`src/rtl/taiga_types.sv`:
```
// rtl/taiga_types.sv - shared types and helpers for the fetch-stage return-address-stack logic
package taiga_types;

  localparam int MAX_IDS = 4;

  typedef enum logic [1:0] {RAS_NONE, RAS_PUSH, RAS_POP, RAS_POP_PUSH} ras_op_t;

  typedef enum logic [1:0] {RESET, RUN, RECOVER} ras_ctrl_state_t;

  function automatic logic is_link_reg(input logic [4:0] r);
    return (r == 5'd1) || (r == 5'd5);
  endfunction

endpackage

```
`src/rtl/ras_interface.sv`:
```
// rtl/ras_interface.sv - command bundle between the RAS controller and the return-address stack
interface ras_interface;
  logic        push;
  logic        pop;
  logic [31:0] new_addr;
  logic        branch_fetched;
  logic        branch_retired;

  modport master (output push, pop, new_addr, branch_fetched, branch_retired);
  modport slave  (input  push, pop, new_addr, branch_fetched, branch_retired);
endinterface

```
`src/rtl/ras_op_decode.sv`:
```
// rtl/ras_op_decode.sv - combinational mapping of a control-transfer instruction to its RAS operation
module ras_op_decode
  import taiga_types::*;
(
  input  logic       is_jal,
  input  logic       is_jalr,
  input  logic [4:0] rd,
  input  logic [4:0] rs1,
  output ras_op_t    op
);

  logic rd_link;
  logic rs1_link;

  assign rd_link  = is_link_reg(rd);
  assign rs1_link = is_link_reg(rs1);

  always_comb begin
    op = RAS_NONE;
    if (is_jal) begin
      if (rd_link) op = RAS_PUSH;
    end else if (is_jalr) begin
      unique case ({rd_link, rs1_link})
        2'b10:   op = RAS_PUSH;
        2'b01:   op = RAS_POP;
        // Same link register on both sides is a plain call (coroutine swap otherwise)
        2'b11:   op = (rd == rs1) ? RAS_PUSH : RAS_POP_PUSH;
        default: op = RAS_NONE;
      endcase
    end
  end

endmodule

```
`src/rtl/ras_ctrl.sv`:
```
// rtl/ras_ctrl.sv - sequences RAS push/pop commands from fetch and bounds in-flight speculative branches
module ras_ctrl
  import taiga_types::*;
#(
  parameter int MAX_OUTSTANDING = MAX_IDS
) (
  input  logic                                   clk,
  input  logic                                   rst,
  input  logic                                   gc_fetch_flush,
  input  logic                                   fetch_valid,
  input  logic                                   fetch_is_jal,
  input  logic                                   fetch_is_jalr,
  input  logic                                   fetch_is_branch,
  input  logic                                   fetch_is_compressed,
  input  logic [4:0]                             fetch_rd,
  input  logic [4:0]                             fetch_rs1,
  input  logic [31:0]                            fetch_pc,
  input  logic                                   branch_retired,
  output logic                                   fetch_stall,
  ras_interface.master                           ras,
  output logic [$clog2(MAX_OUTSTANDING+1)-1:0]   outstanding
);

  localparam int CNT_W = $clog2(MAX_OUTSTANDING + 1);
  localparam logic [CNT_W-1:0] MAX_CNT = CNT_W'(MAX_OUTSTANDING);

  ras_ctrl_state_t state, next_state;
  ras_op_t         op;
  logic            accepted;
  logic            speculative;
  logic            spec_accept;
  logic            count_full;
  logic            op_push;
  logic            op_pop;
  logic [31:0]     push_addr;

  ras_op_decode u_decode (
    .is_jal  (fetch_is_jal),
    .is_jalr (fetch_is_jalr),
    .rd      (fetch_rd),
    .rs1     (fetch_rs1),
    .op      (op)
  );

  assign speculative = fetch_is_branch | fetch_is_jalr;
  // A retire this cycle frees a checkpoint slot in time for a new branch
  assign count_full  = (outstanding == MAX_CNT) & ~branch_retired;
  assign spec_accept = accepted & speculative;
  assign op_push     = (op == RAS_PUSH) | (op == RAS_POP_PUSH);
  assign op_pop      = (op == RAS_POP)  | (op == RAS_POP_PUSH);
  assign push_addr   = fetch_pc + (fetch_is_compressed ? 32'd2 : 32'd4);

  always_ff @(posedge clk) begin
    if (rst) state <= RESET;
    else     state <= next_state;
  end

  always_comb begin
    next_state  = state;
    fetch_stall = 1'b1;
    accepted    = 1'b0;
    unique case (state)
      RESET:   next_state = RUN;
      RUN: begin
        if (gc_fetch_flush) next_state = RECOVER;
        fetch_stall = count_full;
        accepted    = fetch_valid & ~count_full & ~gc_fetch_flush;
      end
      RECOVER: next_state = gc_fetch_flush ? RECOVER : RUN;
      default: next_state = RESET;
    endcase
  end

  always_ff @(posedge clk) begin
    if (rst) begin
      ras.push           <= 1'b0;
      ras.pop            <= 1'b0;
      ras.new_addr       <= 32'd0;
      ras.branch_fetched <= 1'b0;
      ras.branch_retired <= 1'b0;
    end else begin
      ras.push           <= accepted & op_push;
      ras.pop            <= accepted & op_pop;
      ras.branch_fetched <= spec_accept;
      ras.branch_retired <= branch_retired & ~gc_fetch_flush;
      if (accepted && op_push) ras.new_addr <= push_addr;
    end
  end

  // Flush drops every checkpoint, so retires reported alongside it are moot
  always_ff @(posedge clk) begin
    if (rst || gc_fetch_flush) begin
      outstanding <= '0;
    end else if (spec_accept && !branch_retired) begin
      outstanding <= outstanding + CNT_W'(1);
    end else if (!spec_accept && branch_retired && outstanding != '0) begin
      outstanding <= outstanding - CNT_W'(1);
    end
  end

  retire_underflow: assert property (@(posedge clk) disable iff (rst)
    (branch_retired && !gc_fetch_flush && !spec_accept) |-> (outstanding != '0));

endmodule

```
`src/flat_wrapper.sv`:
```
// flat-port wrapper written by rule: the top's interface ports become plain ports
module ras_ctrl_flat import taiga_types::*;
#(
  parameter int MAX_OUTSTANDING = MAX_IDS
)
  (clk, rst, gc_fetch_flush, fetch_valid, fetch_is_jal, fetch_is_jalr, fetch_is_branch, fetch_is_compressed, fetch_rd, fetch_rs1, fetch_pc, branch_retired, fetch_stall, outstanding, ras_push, ras_pop, ras_new_addr, ras_branch_fetched, ras_branch_retired);
  ras_interface ras_i ();
  input  logic clk;
  input  logic rst;
  input  logic gc_fetch_flush;
  input  logic fetch_valid;
  input  logic fetch_is_jal;
  input  logic fetch_is_jalr;
  input  logic fetch_is_branch;
  input  logic fetch_is_compressed;
  input  logic [4:0] fetch_rd;
  input  logic [4:0] fetch_rs1;
  input  logic [31:0] fetch_pc;
  input  logic branch_retired;
  output logic fetch_stall;
  output logic [$clog2(MAX_OUTSTANDING+1)-1:0] outstanding;
  output wire logic [$bits(ras_i.push)-1:0] ras_push;
  output wire logic [$bits(ras_i.pop)-1:0] ras_pop;
  output wire logic [$bits(ras_i.new_addr)-1:0] ras_new_addr;
  output wire logic [$bits(ras_i.branch_fetched)-1:0] ras_branch_fetched;
  output wire logic [$bits(ras_i.branch_retired)-1:0] ras_branch_retired;
  assign ras_push = ras_i.push;
  assign ras_pop = ras_i.pop;
  assign ras_new_addr = ras_i.new_addr;
  assign ras_branch_fetched = ras_i.branch_fetched;
  assign ras_branch_retired = ras_i.branch_retired;
  ras_ctrl #(.MAX_OUTSTANDING(MAX_OUTSTANDING)) u_core (.clk(clk), .rst(rst), .gc_fetch_flush(gc_fetch_flush), .fetch_valid(fetch_valid), .fetch_is_jal(fetch_is_jal), .fetch_is_jalr(fetch_is_jalr), .fetch_is_branch(fetch_is_branch), .fetch_is_compressed(fetch_is_compressed), .fetch_rd(fetch_rd), .fetch_rs1(fetch_rs1), .fetch_pc(fetch_pc), .branch_retired(branch_retired), .fetch_stall(fetch_stall), .ras(ras_i), .outstanding(outstanding));
endmodule
```
`config.mk`:
```
export PLATFORM = sky130hd
export DESIGN_NAME = ras_ctrl_flat
export DESIGN_NICKNAME = d
export VERILOG_FILES = /design/src/rtl/taiga_types.sv /design/src/rtl/ras_interface.sv /design/src/rtl/ras_op_decode.sv /design/src/rtl/ras_ctrl.sv /design/src/flat_wrapper.sv
export SDC_FILE = /design/constraint.sdc
export NUM_CORES = 1
export LEC_CHECK = 0
export ABC_AREA = 1
export BUFFER_PORTS_ARGS = -buffer_cell sky130_fd_sc_hd__buf_4
export CELL_PAD_IN_SITES_DETAIL_PLACEMENT = 1
export CELL_PAD_IN_SITES_GLOBAL_PLACEMENT = 1
export CORE_MARGIN = 2
export CORE_UTILIZATION = 36
export DETAILED_ROUTE_END_ITERATION = 6
export HOLD_SLACK_MARGIN = 0.1
export PLACE_DENSITY_LB_ADDON = 0.1
export SLEW_MARGIN = 20
export SYNTH_ARGS = -nofsm -noshare
export SYNTH_HDL_FRONTEND = slang
export SYNTH_SLANG_ARGS = --single-unit
```
`constraint.sdc`:
```
create_clock -name clk -period 4.8 [get_ports clk]
set_clock_uncertainty 0.05 [all_clocks]
set_input_delay 0.24 -clock clk [delete_from_list [all_inputs] [get_ports clk]]
set_output_delay 0.24 -clock clk [all_outputs]
set_load 0.03 [all_outputs]
```
==> Word level (Yosys, flattened, before mapping) <==
Index checks and enable logic that the tools add are counted.
{ "totals": {"register_bits": 41, "inputBits": 51, "out_inout_bits": 40, "elab_cells": 63} }
{ "op_classes": {"add_sub_neg": 3, "eq_ne": 15, "muxes": 13, "bitwise": 13, "n_reduce_logical": 12} }
{ "op_table": {"columns": ["op", "count"], "rows": [
  ["adder 32 bit", 1],
  ["one-hot mux 2 bit (3 select lines)", 2],
  ["equality test 2 bit (second input constant)", 5],
  ["equality test 5 x 1 -> 1 bit (second input constant)", 2],
  ["equality test 5 x 3 -> 1 bit (second input constant)", 2],
  ["two-way mux 2 bit", 5],
  ["two-way mux 3 bit", 3],
  ["AND 1 bit", 7],
  ["equality test 2 x 1 -> 1 bit (second input constant)", 3],
  ["equality test 5 bit", 1],
  ["logical AND 1 bit", 4],
  ["adder 3 x 1 -> 3 bit (second input constant)", 1],
  ["equality test 3 bit (second input constant)", 1],
  ["logical OR 1 bit", 3],
  ["two-way mux 1 bit", 3],
  ["NOT 1 bit", 3],
  ["OR 1 bit", 3],
  ["nonzero test 3 bit", 1],
  ["subtractor 3 x 1 -> 3 bit (second input constant)", 1],
  ["zero test 1 bit", 2],
  ["zero test 2 bit", 1],
  ["inequality test 2 bit (second input constant)", 1],
  ["nonzero test 2 bit", 1]
]} }

==> Logic depth before layout (Yosys ltp) <==
Gate-level depths: netlist of run 1.
{ "logic_depth": {"ltp_word": 12, "depth_mapped": 11, "mapped_depth_nobuf": 11} }

==> By module <==
Synthesis of run 1 repeated with hierarchy kept, for this count alone.
{ "unflattened": {"hier_cells": 414, "area_unflattened_um2": 2638.8} }
{ "modules_own_cells": {"columns": ["module", "instances", "cells_per_inst", "area_per_inst_um2"], "rows": [
  ["ras_ctrl", 1, 395, 2561.2],
  ["ras_op_decode", 1, 19, 77.6]
]} }

==> Worst setup path after synthesis of run 1 <==
OpenSTA, ideal clock, no wires.
{ "synth_timing": {"path_kind": "flip-flop to flip-flop", "from": "register u_core.outstanding[0]", "to": "register u_core.outstanding[2]", "setup_time_ps": 116, "arrival_ps": 1692, "required_ps": 4634, "setup_slack_ps": 2942, "path_stages_with_launch": 9, "n_path_buf": 0, "synth_period_minus_slack_ps": 1858, "path_cell_list": "dfxtp_1 nor2_2 nand2_1 nand4_1 fa_1 inv_1 nand4_1 a21oi_1 nor2_1"} }
{ "synth_via": {"elab_chain_len": 11, "elab_cells_between_ends": 17, "cone_classes": "add/sub: 2; eq/ne: 1; mux: 3; bitwise: 5; reduce/logical: 6"} }
{ "synth_lines": {"columns": ["item", "line", "source"], "rows": [
  ["start, declared", "ras_ctrl.sv:21", "output logic [$clog2(MAX_OUTSTANDING+1)-1:0] outstanding"],
  ["start signal, assigned", "ras_ctrl.sv:95", "outstanding <= outstanding + CNT_W'(1);"],
  ["start signal, assigned", "ras_ctrl.sv:97", "outstanding <= outstanding - CNT_W'(1);"],
  ["equality test 3 bit", "ras_ctrl.sv:47", "assign count_full = (outstanding == MAX_CNT) & ~branch_retired;"],
  ["AND 1 bit", "ras_ctrl.sv:47", null],
  ["NOT 1 bit", "ras_ctrl.sv:67", "accepted = fetch_valid & ~count_full & ~gc_fetch_flush;"],
  ["AND 1 bit (2 in series)", "ras_ctrl.sv:67", null],
  ["two-way mux 1 bit", "ras_ctrl.sv:62", "unique case (state)"],
  ["AND 1 bit", "ras_ctrl.sv:48", "assign spec_accept = accepted & speculative;"],
  ["zero test 1 bit", "ras_ctrl.sv:96", "end else if (!spec_accept && branch_retired && outstanding != '0) begin"],
  ["logical AND 1 bit (2 in series)", "ras_ctrl.sv:96", null],
  ["nonzero test 2 bit (no line)", null, null]
]} }
Parallel ways exist; a longest one is shown, timed or not. The select of a mux whose other input is x is not followed.
A chain may end at the register's enable or synchronous reset.

==> Worst setup path after layout of run 1 <==
{ "layout_timing": {"from": "input port gc_fetch_flush", "to": "register u_core.ras.new_addr[20]"} }
{ "layout_via": {"elab_chain_len": 4} }
{ "layout_lines": {"columns": ["item", "line", "source"], "rows": [
  ["start, declared", "flat_wrapper.sv:10", "input logic gc_fetch_flush;"],
  ["NOT 1 bit", "ras_ctrl.sv:67", null],
  ["AND 1 bit", "ras_ctrl.sv:67", null],
  ["two-way mux 1 bit", "ras_ctrl.sv:62", null],
  ["logical AND 1 bit", "ras_ctrl.sv:86", "if (accepted && op_push) ras.new_addr <= push_addr;"],
  ["end signal, assigned", "ras_ctrl.sv:86", null],
  ["end, declared", "ras_interface.sv:9", "modport master (output push, pop, new_addr, branch_fetched, branch_retired);"]
]} }
No other way between the ends.

==> reports/summary.log, run 1 <==
qor: placed_design.postPlaceCellArea 3380 um^2
qor: power.vdd_drop_max 0.119 mV
qor: finish.seqCellArea 821 um^2
qor: synthesis.synthTopCellsByArea sky130_fd_sc_hd__dfxtp_1 (31%), sky130_fd_sc_hd__nand2_1 (21%), sky130_fd_sc_hd__nor2_1 (11%)
qor: clock_network.clock_latency 0.30 ns
qor: clock_network.clock-sinks 41
qor: placed_design.dp_slack 2.62 ns
qor: finish.final_net_count 587
qor: sta.unrepaired_setup_endpoints_after_global_routing false
qor: setup_path.worst_path_fanout_max 33
qor: clock_network.post-cts-setup-buffers 0
qor: die.die_height 89.6 um
qor: placed_design.gpl.final_weighted_congestion 0.860
qor: route.vias 3034
qor: power.leakagePower 0.00170 uW
qor: sta.slew_headroom 44.4%
qor: placed_design.place.port_buffers 90
qor: route.routed_via_density 4.80
qor: placed_design.dpl.hpwl 7.09 mm
qor: grt.grt_max_degree 35
qor: sta.setup_total_negative_slack 0 ns
qor: clock_network.cts_tree built
qor: setup_path.crit_type in2reg
qor: die.floorplan.initialDensity 36.7%
qor: clock_network.path_clk_slew 0.08 ns
qor: synthesis.synth-edff-count 0
qor: sta.worstMarginPinSlew 0.831 ns
qor: grt.initial_antenna_violation_count 0
qor: job.drv.max_cap_violation_count 0
qor: synthesis.combined_area_of_all_synthesized_cells 2640 um^2
qor: setup_path.arrival 2.48 ns
qor: die.placement_rows 31
qor: sta.setup_ws 2.48 ns
qor: die.coreArea 7180 um^2
qor: clock_network.clockRootBuffer sky130_fd_sc_hd__clkbuf_8
qor: route.dr.first_iter.drc_count 89
qor: synthesis.synth.avg_cell_area 5.92 um^2
qor: synthesis.number_of_register_bits_inferred_by_synthesis 41
qor: finish.multiInputGateArea 1530 um^2
qor: finish.finalCoreUtilization 49.2%
qor: synthesis.async_reset_ff_share 0%
qor: synthesis.synth_most_common_cell sky130_fd_sc_hd__nand2_1
qor: grt.grt_use_total 22.4%
qor: die.die-area 8020 um^2
qor: grt.grt_pass1_vias 2945
qor: clock_network.cts_buffer_depth 2
qor: synthesis.netlist.top_cell.by_area sky130_fd_sc_hd__dfxtp_1
qor: sta.final_period_minus_worst_setup_slack 2.32 ns
qor: route.route.detailed.wl_per_inst 13.9 um
qor: sta.final_hold_viol_count 0
qor: sta.setup-violations-final 0
qor: status.run_status completed
qor: grt.overflow 0
qor: synthesis.netlist_top_cells_count sky130_fd_sc_hd__nand2_1 (144), sky130_fd_sc_hd__nor2_1 (76), sky130_fd_sc_hd__inv_1 (59)
qor: sta.timing.fmax 430 MHz
qor: synthesis.synth_fp_nets 500
qor: synthesis.postSynth.topFlopCell sky130_fd_sc_hd__dfxtp_1
qor: finish.share_of_layout_cells_above_drive_strength_1 21.0%
qor: finish.synthToLayoutAreaGrowth 33.8%
qor: route.detail_route.drc_violations 0
qor: finish.final_design_area_no_fill 3530 um^2
qor: synthesis.ys_seq_area_share 31.1%
qor: power.power_per_cell_area 231 nW/um^2
qor: synthesis.synth_cells 445
qor: sta.finalMaxSlewViolations 0
qor: clock_network.cts_buffers 5
qor: finish.num-fill-cells 984
qor: synthesis.synth_top_area_share 31.1%
qor: route.route.final.wire_length 8.79 mm
qor: setup_path.worst_ep_required_time 4.96 ns
qor: min_path.hold_class in2reg
qor: synthesis.synth.yosys.warnings 0
qor: clock_network.post_cts_resized 0
qor: setup_path.startpoint_type primary input
qor: die.top_level_ports 91
qor: route.drt_pre_antenna_iters 4
qor: clock_network.htree_num_levels 2
qor: synthesis.ys_types 28
qor: finish.n_antenna_cell 0
qor: setup_path.worst_setup_path_end_kind flip-flop
qor: die.chip_width 89.6 um
qor: grt.global_route_wire_length_before_repair 13.7 mm
qor: sta.period_share 48.4%
qor: route.route.antenna.remaining_nets 0
-- final timing paths --
path,cells past startpoint,slack (ns),start,end
worst max-delay path,10,2.48,gc_fetch_flush,u_core.ras.new_addr[20]
worst min-delay path,3,0.15,fetch_pc[0],u_core.ras.new_addr[0]
worst max register to register,7,2.74,u_core.state[0],u_core.ras.new_addr[20]
worst min register to register,2,0.42,u_core.ras.new_addr[0],u_core.ras.new_addr[0]
-- what timing repair did --
action	in CTS	in global routing
setup endpoints to repair	0	0
hold endpoints to repair	1	0
hold buffers	1	0
-- per-stage QoR --
stage          std cells  hold slack (ns)  total power, uW
6_report             632            0.146              814
5_1_grt              632            0.169              850
4_1_cts              632            0.145              820
3_5_place_dp         623            0.392              474
3_3_place_gp         623            0.386              470
2_1_floorplan        445            0.269              411
-- report_power, final --
part	total, uW	internal (uW)	switching [uW]
Sequential	346	343	2.93
Clock	347	210	138
Combinational	120	50.7	69.6
Total	814	604	210
-- metal layers --
metal / track usage (%) / share of wire [%] / vias up / wire length, um
li1: - / - / 1538 / -
met1: 27.9 / 45 / 1430 / 3940
met2: 40.1 / 51 / 57 / 4470
met3: 2.93 / 3.1 / 9 / 270
met4: 6.65 / 1.3 / 0 / 110
met5: 0 / 0 / - / 0
-- cell usage in the layout, fill, tap and decap left out, types with 4 or more instances in the layout --
cell,instances
sky130_fd_sc_hd__a21oi_1,14
sky130_fd_sc_hd__buf_4,90
sky130_fd_sc_hd__clkbuf_8,5
sky130_fd_sc_hd__dfxtp_1,41
sky130_fd_sc_hd__inv_1,59
sky130_fd_sc_hd__nand2_1,144
sky130_fd_sc_hd__nand3_1,39
sky130_fd_sc_hd__nor2_1,76
sky130_fd_sc_hd__o21ai_0,26
sky130_fd_sc_hd__xnor2_1,4
sky130_fd_sc_hd__xor2_1,7
-- state kept, by name, summed over array words and instances (netlist names) --
signal	flops
u_core.ras.push	1
u_core.state	2
u_core.ras.new_addr	32
u_core.ras.branch_retired	1
u_core.ras.pop	1
u_core.outstanding	3
u_core.ras.branch_fetched	1
-- critical path: stages --
cell	delay, ns
sky130_fd_sc_hd__dlygate4sd3_1	0.54
sky130_fd_sc_hd__buf_4	0.14
sky130_fd_sc_hd__inv_2	0.05
sky130_fd_sc_hd__nand2_2	0.06
sky130_fd_sc_hd__nor2_4	0.17
sky130_fd_sc_hd__nand3_2	0.55
sky130_fd_sc_hd__inv_2	0.48
sky130_fd_sc_hd__nand3_1	0.12
sky130_fd_sc_hd__nand2_1	0.08
sky130_fd_sc_hd__inv_1	0.04
-- cell type report --
type,instances,area share (%)
tap,99,3.51
clock buffer,5,1.95
inverter,61,6.49
timing repair buffer,91,19.4
sequential,41,23.3
clock inverter,3,1.95
multi-input combinational,332,43.4
-- cells by family after synthesis --
family                     Yosys count  share of synthesized area, %
AOI/OAI and AO/OA                   41                          7.78
xor gates and xnor gates            11                          3.65
adders and majority gates            4                          2.47
buffers and inverters               72                          10.8
DFF                                 41                          31.1
and+or+nand+nor                    276                          44.2
(Power assumes the default switching activity.)
==> inputs of run 2 (changes only) <==
--- a/config.mk
+++ b/config.mk
@@ -10,7 +10,7 @@
 export CELL_PAD_IN_SITES_DETAIL_PLACEMENT = 1
 export CELL_PAD_IN_SITES_GLOBAL_PLACEMENT = 1
 export CORE_MARGIN = 2
-export CORE_UTILIZATION = 36
+export CORE_UTILIZATION = 33
 export DETAILED_ROUTE_END_ITERATION = 6
 export HOLD_SLACK_MARGIN = 0.1
 export PLACE_DENSITY_LB_ADDON = 0.1
==> constraint.sdc (replaced) <==
create_clock -name clk -period 2.45 [get_ports clk]
set_clock_uncertainty 0.05 [all_clocks]
set_input_delay 0.1225 -clock clk [delete_from_list [all_inputs] [get_ports clk]]
set_output_delay 0.1225 -clock clk [all_outputs]
set_load 0.03 [all_outputs]
==> reports/summary.log, run 2 (synthesis results as in run 1) <==
qor: power.clock_group_share_of_total_power 38.9%
qor: grt.grt_pass1_vias 3216
qor: clock_network.path_clk_slew 0.09 ns
qor: clock_network.holdBufCountCts 9
qor: setup_path.crit_top_cell sky130_fd_sc_hd__nand4_1
qor: setup_path.worst_r2r_path_depth 9
qor: job.drv.max_cap_violation_count 0
qor: sta.final_period_minus_worst_setup_slack 2.04 ns
qor: finish.most_flop_heavy_register u_core.ras.new_addr
qor: die.top_level_ports 91
qor: setup_path.crit_type in2reg
qor: sta.period_share 83.3%
qor: setup_path.regToRegSetupSlack 0.57 ns
qor: die.coreArea 7730 um^2
qor: placed_design.place.port_buffers 90
qor: die.die-area 8720 um^2
qor: grt.grt_max_degree 35
qor: grt.grt_use_total 22.0%
qor: min_path.hold_class in2reg
qor: clock_network.post-cts-setup-buffers 0
qor: die.chip_width 93.4 um
qor: finish.final_design_area_no_fill 3610 um^2
qor: setup_path.startpoint_type primary input
qor: power.power_per_cell_area 418 nW/um^2
qor: setup_path.worst_path_fanout_max 5
qor: sta.worstMarginPinSlew 0.639 ns
qor: grt.global_route_wire_length_before_repair 15.2 mm
qor: power.finalPower 1510 uW
qor: placed_design.dpl.hpwl 7.28 mm
qor: placed_design.gpl.final_weighted_congestion 0.859
qor: die.placement_rows 32
qor: finish.largestRegisters u_core.ras.new_addr: 32 flops, u_core.outstanding: 3 flops, u_core.state: 2 flops
qor: finish.commonest_cells_after_routing_fill_and_taps_aside sky130_fd_sc_hd__nand2_1 (144), sky130_fd_sc_hd__buf_4 (93), sky130_fd_sc_hd__nor2_1 (76)
qor: min_path.hold-path-cell-count 5
qor: clock_network.clockRootBuffer sky130_fd_sc_hd__clkbuf_8
qor: sta.setup-violations-final 0
qor: finish.layout_commonest_cell sky130_fd_sc_hd__nand2_1
qor: power.intPower 1110 uW
qor: power.leakagePower 0.00174 uW
qor: finish.final_net_count 598
qor: power.vdd_drop_max 0.248 mV
qor: setup_path.arrival 2.18 ns
qor: sta.setup_total_negative_slack 0 ns
qor: die.floorplan.initialDensity 34.1%
qor: route.dr.first_iter.drc_count 89
qor: sta.unrepaired_setup_endpoints_after_global_routing false
qor: setup_path.critPathSlowestCell sky130_fd_sc_hd__dlygate4sd3_1
qor: clock_network.cts_buffers 5
qor: route.drt_pre_antenna_iters 5
qor: finish.n_antenna_cell 0
qor: clock_network.post_cts_resized 0
qor: placed_design.postPlaceCellArea 3410 um^2
qor: setup_path.crit_chain dlygate4sd3_1, buf_4, inv_2, nand2_2, nor2_4, nand4_1, fa_1, inv_1, nand4_1, a21oi_1, nor2_1
qor: power.power.combinational.fraction 16.3%
qor: finish.synthToLayoutAreaGrowth 37.1%
qor: placed_design.dp_slack 0.584 ns
qor: clock_network.cts_buffer_depth 2
qor: grt.overflow 0
qor: setup_path.worst_setup_path_end_kind flip-flop
qor: sta.final_hold_viol_count 0
qor: power.fraction_of_power_consumed_by_sequential_logic 44.8%
qor: sta.setup_ws 0.409 ns
qor: route.vias 3099
qor: clock_network.clock-sinks 41
qor: route.route.detailed.wl_per_inst 14.4 um
qor: clock_network.cts_tree built
qor: route.route.antenna.remaining_nets 0
qor: die.die_height 93.4 um
qor: finish.share_of_layout_cells_above_drive_strength_1 21.0%
qor: sta.slew_headroom 57.4%
qor: power.p_sw_share 26.5%
qor: route.route.final.wire_length 9.29 mm
qor: setup_path.worst_ep_required_time 2.59 ns
qor: sta.timing.fmax 490 MHz
qor: setup_path.crit_path_max_incr_delay 0.54 ns
qor: grt.initial_antenna_violation_count 0
qor: clock_network.clock_latency 0.29 ns
qor: finish.number_of_flip_flops_in_the_largest_register 32
qor: route.detail_route.drc_violations 0
qor: route.routed_via_density 4.80
qor: power.power.net_switching 400 uW
qor: sta.finalMaxSlewViolations 0
qor: status.run_status completed
qor: clock_network.htree_num_levels 2
[run 2: cell count changes in the layout (fill, tap and decap cells not counted)]
| cell | before | now |
|---|---|---|
| sky130_fd_sc_hd__dlygate4sd3_1 | 1 | 9 |
| sky130_fd_sc_hd__buf_4 | 90 | 93 |
| sky130_fd_sc_hd__bufinv_16 | 2 | 1 |
| sky130_fd_sc_hd__clkbuf_1 | 0 | 1 |
| sky130_fd_sc_hd__clkbuf_8 | 5 | 6 |
| sky130_fd_sc_hd__inv_6 | 1 | 0 |
[run 2: worst max-delay path: cells and delay by family]
family / cells / cell delay [ns]
buf+inv: 4 / 0.81
fa+ha+maj: 1 / 0.43
compound gates: 1 / 0.18
simple gates: 5 / 0.65
[run 2: area by class of cell]
type / count / area, um^2
clock inverter: 1 / 30.0
sequential: 41 / 821
tap: 102 / 128
timing repair buffer: 102 / 788
clock buffer: 7 / 86.3
fill: 1093 / 4110
multi-input combinational: 332 / 1530
inverter: 61 / 229
[run 2: final timing paths]
| kind | start | end |
|---|---|---|
| max reg2reg | u_core.state[1] | u_core.outstanding[2] |
| min | fetch_pc[23] | u_core.ras.new_addr[23] |
| min reg2reg | u_core.ras.new_addr[2] | u_core.ras.new_addr[2] |
| max | gc_fetch_flush | u_core.outstanding[2] |
[run 2: power by group through the flow]
stage	logic [uW]	registers, uW	clock network, uW
after floorplan	103	702	0
after global placement	230	693	0
after detailed placement	235	694	0
after CTS	247	678	605
after global routing	271	679	625
final	246	678	588
[run 2: per-layer routing]
layer / global-route usage [%] / routed length, um / vias to the layer above
met1: 27.3 / 4190 / 1463
met3: 2.74 / 337 / 8
li1: - / - / 1565
met4: 4.78 / 116 / 0
met2: 40.5 / 4650 / 63
met5: 0 / 0 / -
[run 2: through the flow]
stage / utilization (%) / hold WS (ns) / instances
finish: 46.8 / 0.117 / 646
floorplan: - / 0.152 / 445
CTS: 46.8 / 0.110 / 646
global placement: 44.1 / 0.268 / 629
detailed placement: 44.1 / 0.270 / 629
global route: 46.8 / 0.131 / 646
==> inputs of run 3 (changes only) <==
==> constraint.sdc (replaced) <==
create_clock -name clk -period 1.94 [get_ports clk]
set_clock_uncertainty 0.05 [all_clocks]
set_input_delay 0.097 -clock clk [delete_from_list [all_inputs] [get_ports clk]]
set_output_delay 0.097 -clock clk [all_outputs]
set_load 0.03 [all_outputs]
==> reports/summary.log, run 3 (synthesis results as in run 1) <==
qor: status.run_status completed
qor: setup_path.arrival 2.03 ns
qor: die.coreArea 7730 um^2
qor: sta.timing.fmax 544 MHz
qor: route.route.final.wire_length 9.16 mm
qor: clock_network.cts_buffer_depth 2
qor: clock_network.clock_latency 0.30 ns
qor: placed_design.place.port_buffers 90
qor: route.route.detailed.wl_per_inst 13.9 um
qor: route.route.antenna.remaining_nets 0
qor: sta.final_period_minus_worst_setup_slack 1.84 ns
qor: setup_path.startpoint_type flip-flop
qor: setup_path.worst_path_fanout_max 5
qor: placed_design.dpl.hpwl 7.18 mm
qor: power.power_per_cell_area 480 nW/um^2
qor: placed_design.dp_cells 629
qor: grt.overflow 0
qor: grt.initial_antenna_violation_count 0
qor: sta.final_hold_viol_count 0
qor: clock_network.cts_buffers 5
qor: die.floorplan.initialDensity 34.1%
qor: setup_path.critical_path.n_buffers_inverters 2
qor: die.chip_width 93.4 um
qor: grt.grt_pass1_vias 3172
qor: power.intPower 1290 uW
qor: power.vdd_drop_max 0.281 mV
qor: sta.slew_headroom 58.3%
qor: route.drt_pre_antenna_iters 4
qor: die.top_level_ports 91
qor: power.fraction_of_power_consumed_by_sequential_logic 47.6%
qor: setup_path.worst_ep_required_time 2.13 ns
qor: setup_path.crit_top_cell sky130_fd_sc_hd__nand4_1
qor: finish.number_of_flip_flops_in_the_largest_register 32
qor: die.die-area 8720 um^2
qor: setup_path.crit_type reg2reg
qor: finish.n_antenna_cell 0
qor: setup_path.critPathSlowestCell sky130_fd_sc_hd__fa_2
qor: power.p_sw_share 28.5%
qor: setup_path.worst_setup_path_end_kind flip-flop
qor: setup_path.crit_chain inv_2, nand2_2, nor2_4, nand4_1, fa_2, inv_1, nand4_1, nand3_1, nand2_1, nor2_1
qor: power.power.net_switching 514 uW
qor: finish.share_of_layout_cells_above_drive_strength_1 22.0%
qor: finish.most_flop_heavy_register u_core.ras.new_addr
qor: power.clock_group_share_of_total_power 34.0%
qor: clock_network.clock-sinks 41
qor: power.finalPower 1800 uW
qor: power.power.combinational.fraction 18.4%
qor: job.drv.max_cap_violation_count 0
qor: finish.instances_no_fill 661
qor: setup_path.largest_delay_contributor_family_on_the_critical_path simple AND/OR/NAND/NOR gates
qor: die.die_height 93.4 um
qor: finish.commonest_cells_after_routing_fill_and_taps_aside sky130_fd_sc_hd__nand2_1 (143), sky130_fd_sc_hd__buf_4 (96), sky130_fd_sc_hd__nor2_1 (76)
qor: sta.worstMarginPinSlew 0.625 ns
qor: setup_path.regToRegSetupSlack 0.10 ns
qor: route.dr.first_iter.drc_count 79
qor: finish.largestRegisters u_core.ras.new_addr: 32 flops, u_core.outstanding: 3 flops, u_core.state: 2 flops
qor: clock_network.cts_tree built
qor: clock_network.htree_num_levels 2
qor: grt.global_route_wire_length_before_repair 15.3 mm
qor: sta.period_share 94.8%
qor: finish.layout_commonest_cell sky130_fd_sc_hd__nand2_1
qor: setup_path.crit_path_max_incr_delay 0.42 ns
qor: grt.grt_use_total 21.9%
qor: route.vias 3161
qor: die.placement_rows 32
qor: route.routed_via_density 4.78
qor: route.detail_route.drc_violations 0
qor: power.leakagePower 0.00180 uW
qor: sta.setup-violations-final 0
qor: finish.synthToLayoutAreaGrowth 42.3%
qor: sta.finalMaxSlewViolations 0
qor: clock_network.path_clk_slew 0.08 ns
qor: finish.multiInputGateArea 1540 um^2
qor: min_path.hold_class in2reg
qor: finish.num-fill-cells 1058
qor: clock_network.clockRootBuffer sky130_fd_sc_hd__clkbuf_8
qor: finish.final_net_count 614
qor: placed_design.gpl.final_weighted_congestion 0.880
qor: grt.grt_max_degree 35
qor: finish.seqCellArea 823 um^2
==> run 3: changes by cell type in the layout (fill, tap and decap cells not counted), moves of 2 or more <==
| cell | change |
|---|---|
| sky130_fd_sc_hd__dfxtp_2 | +2 |
| sky130_fd_sc_hd__dlygate4sd3_1 | +13 |
| sky130_fd_sc_hd__dfxtp_1 | -2 |
| sky130_fd_sc_hd__buf_4 | +3 |
==> run 3: layer usage <==
layer | share of wire (%) | track usage [%] | wire length (um)
met1 | 45 | 27.8 | 4170
met2 | 50 | 39.8 | 4580
met3 | 3.8 | 2.98 | 348
met4 | 0.69 | 4.17 | 63
met5 | 0 | 0 | 0
==> run 3: stage by stage <==
step	area [um^2]	utilization (%)	hold WS, ns	setup TNS, ns	setup slack [ns]
2_1_floorplan	2640	-	0.126	0	0.0815
3_3_place_gp	3410	44.1	0.243	0	0.190
3_5_place_dp	3410	44.1	0.245	0	0.0839
4_1_cts	3720	48.1	0.107	0	0.0680
5_1_grt	3750	48.5	0.117	-0.0513	-0.0513
6_report	3750	48.5	0.0992	0	0.101
==> run 3: power groups by stage <==
stage          clock, uW  combinational (uW)  sequential (uW)
2_1_floorplan          0                 130              886
3_3_place_gp           0                 289              876
3_5_place_dp           0                 293              876
4_1_cts              621                 328              857
5_1_grt              659                 367              859
6_report             612                 331              857
==> run 3: worst reg2reg max path, stage by stage (launching register included) <==
cell and delay (ns):
sky130_fd_sc_hd__dfxtp_2 0.34, sky130_fd_sc_hd__inv_2 0.06, sky130_fd_sc_hd__nand2_2 0.06, sky130_fd_sc_hd__nor2_4 0.16, sky130_fd_sc_hd__nand4_1 0.23, sky130_fd_sc_hd__fa_2 0.42
sky130_fd_sc_hd__inv_1 0.08, sky130_fd_sc_hd__nand4_1 0.12, sky130_fd_sc_hd__nand3_1 0.11, sky130_fd_sc_hd__nand2_1 0.06, sky130_fd_sc_hd__nor2_1 0.10
==> run 3: final timing paths <==
kind	endpoint	startpoint	cells after the start
max reg2reg	u_core.outstanding[2]	u_core.state[1]	10
min	u_core.ras.new_addr[10]	fetch_pc[10]	5
min reg2reg	u_core.ras.new_addr[1]	u_core.ras.new_addr[1]	2
max	u_core.outstanding[2]	u_core.state[1]	10
==> run 3: timing repair <==
item,4_1_cts,5_1_grt
setup buffers,0,3
gates resized for setup,0,6
hold endpoints to repair,22,0
endpoints found under the setup margin,0,1
hold buffers,22,0
==> run 3: area by class of cell <==
type | instances | share of cell area [%]
flip-flops and latches | 41 | 21.9
well taps | 102 | 3.40
inverters | 61 | 6.10
clock inverters | 1 | 0.200
repair buffers | 118 | 25.1
multi-input cells | 332 | 41.1
clock buffers | 6 | 2.20
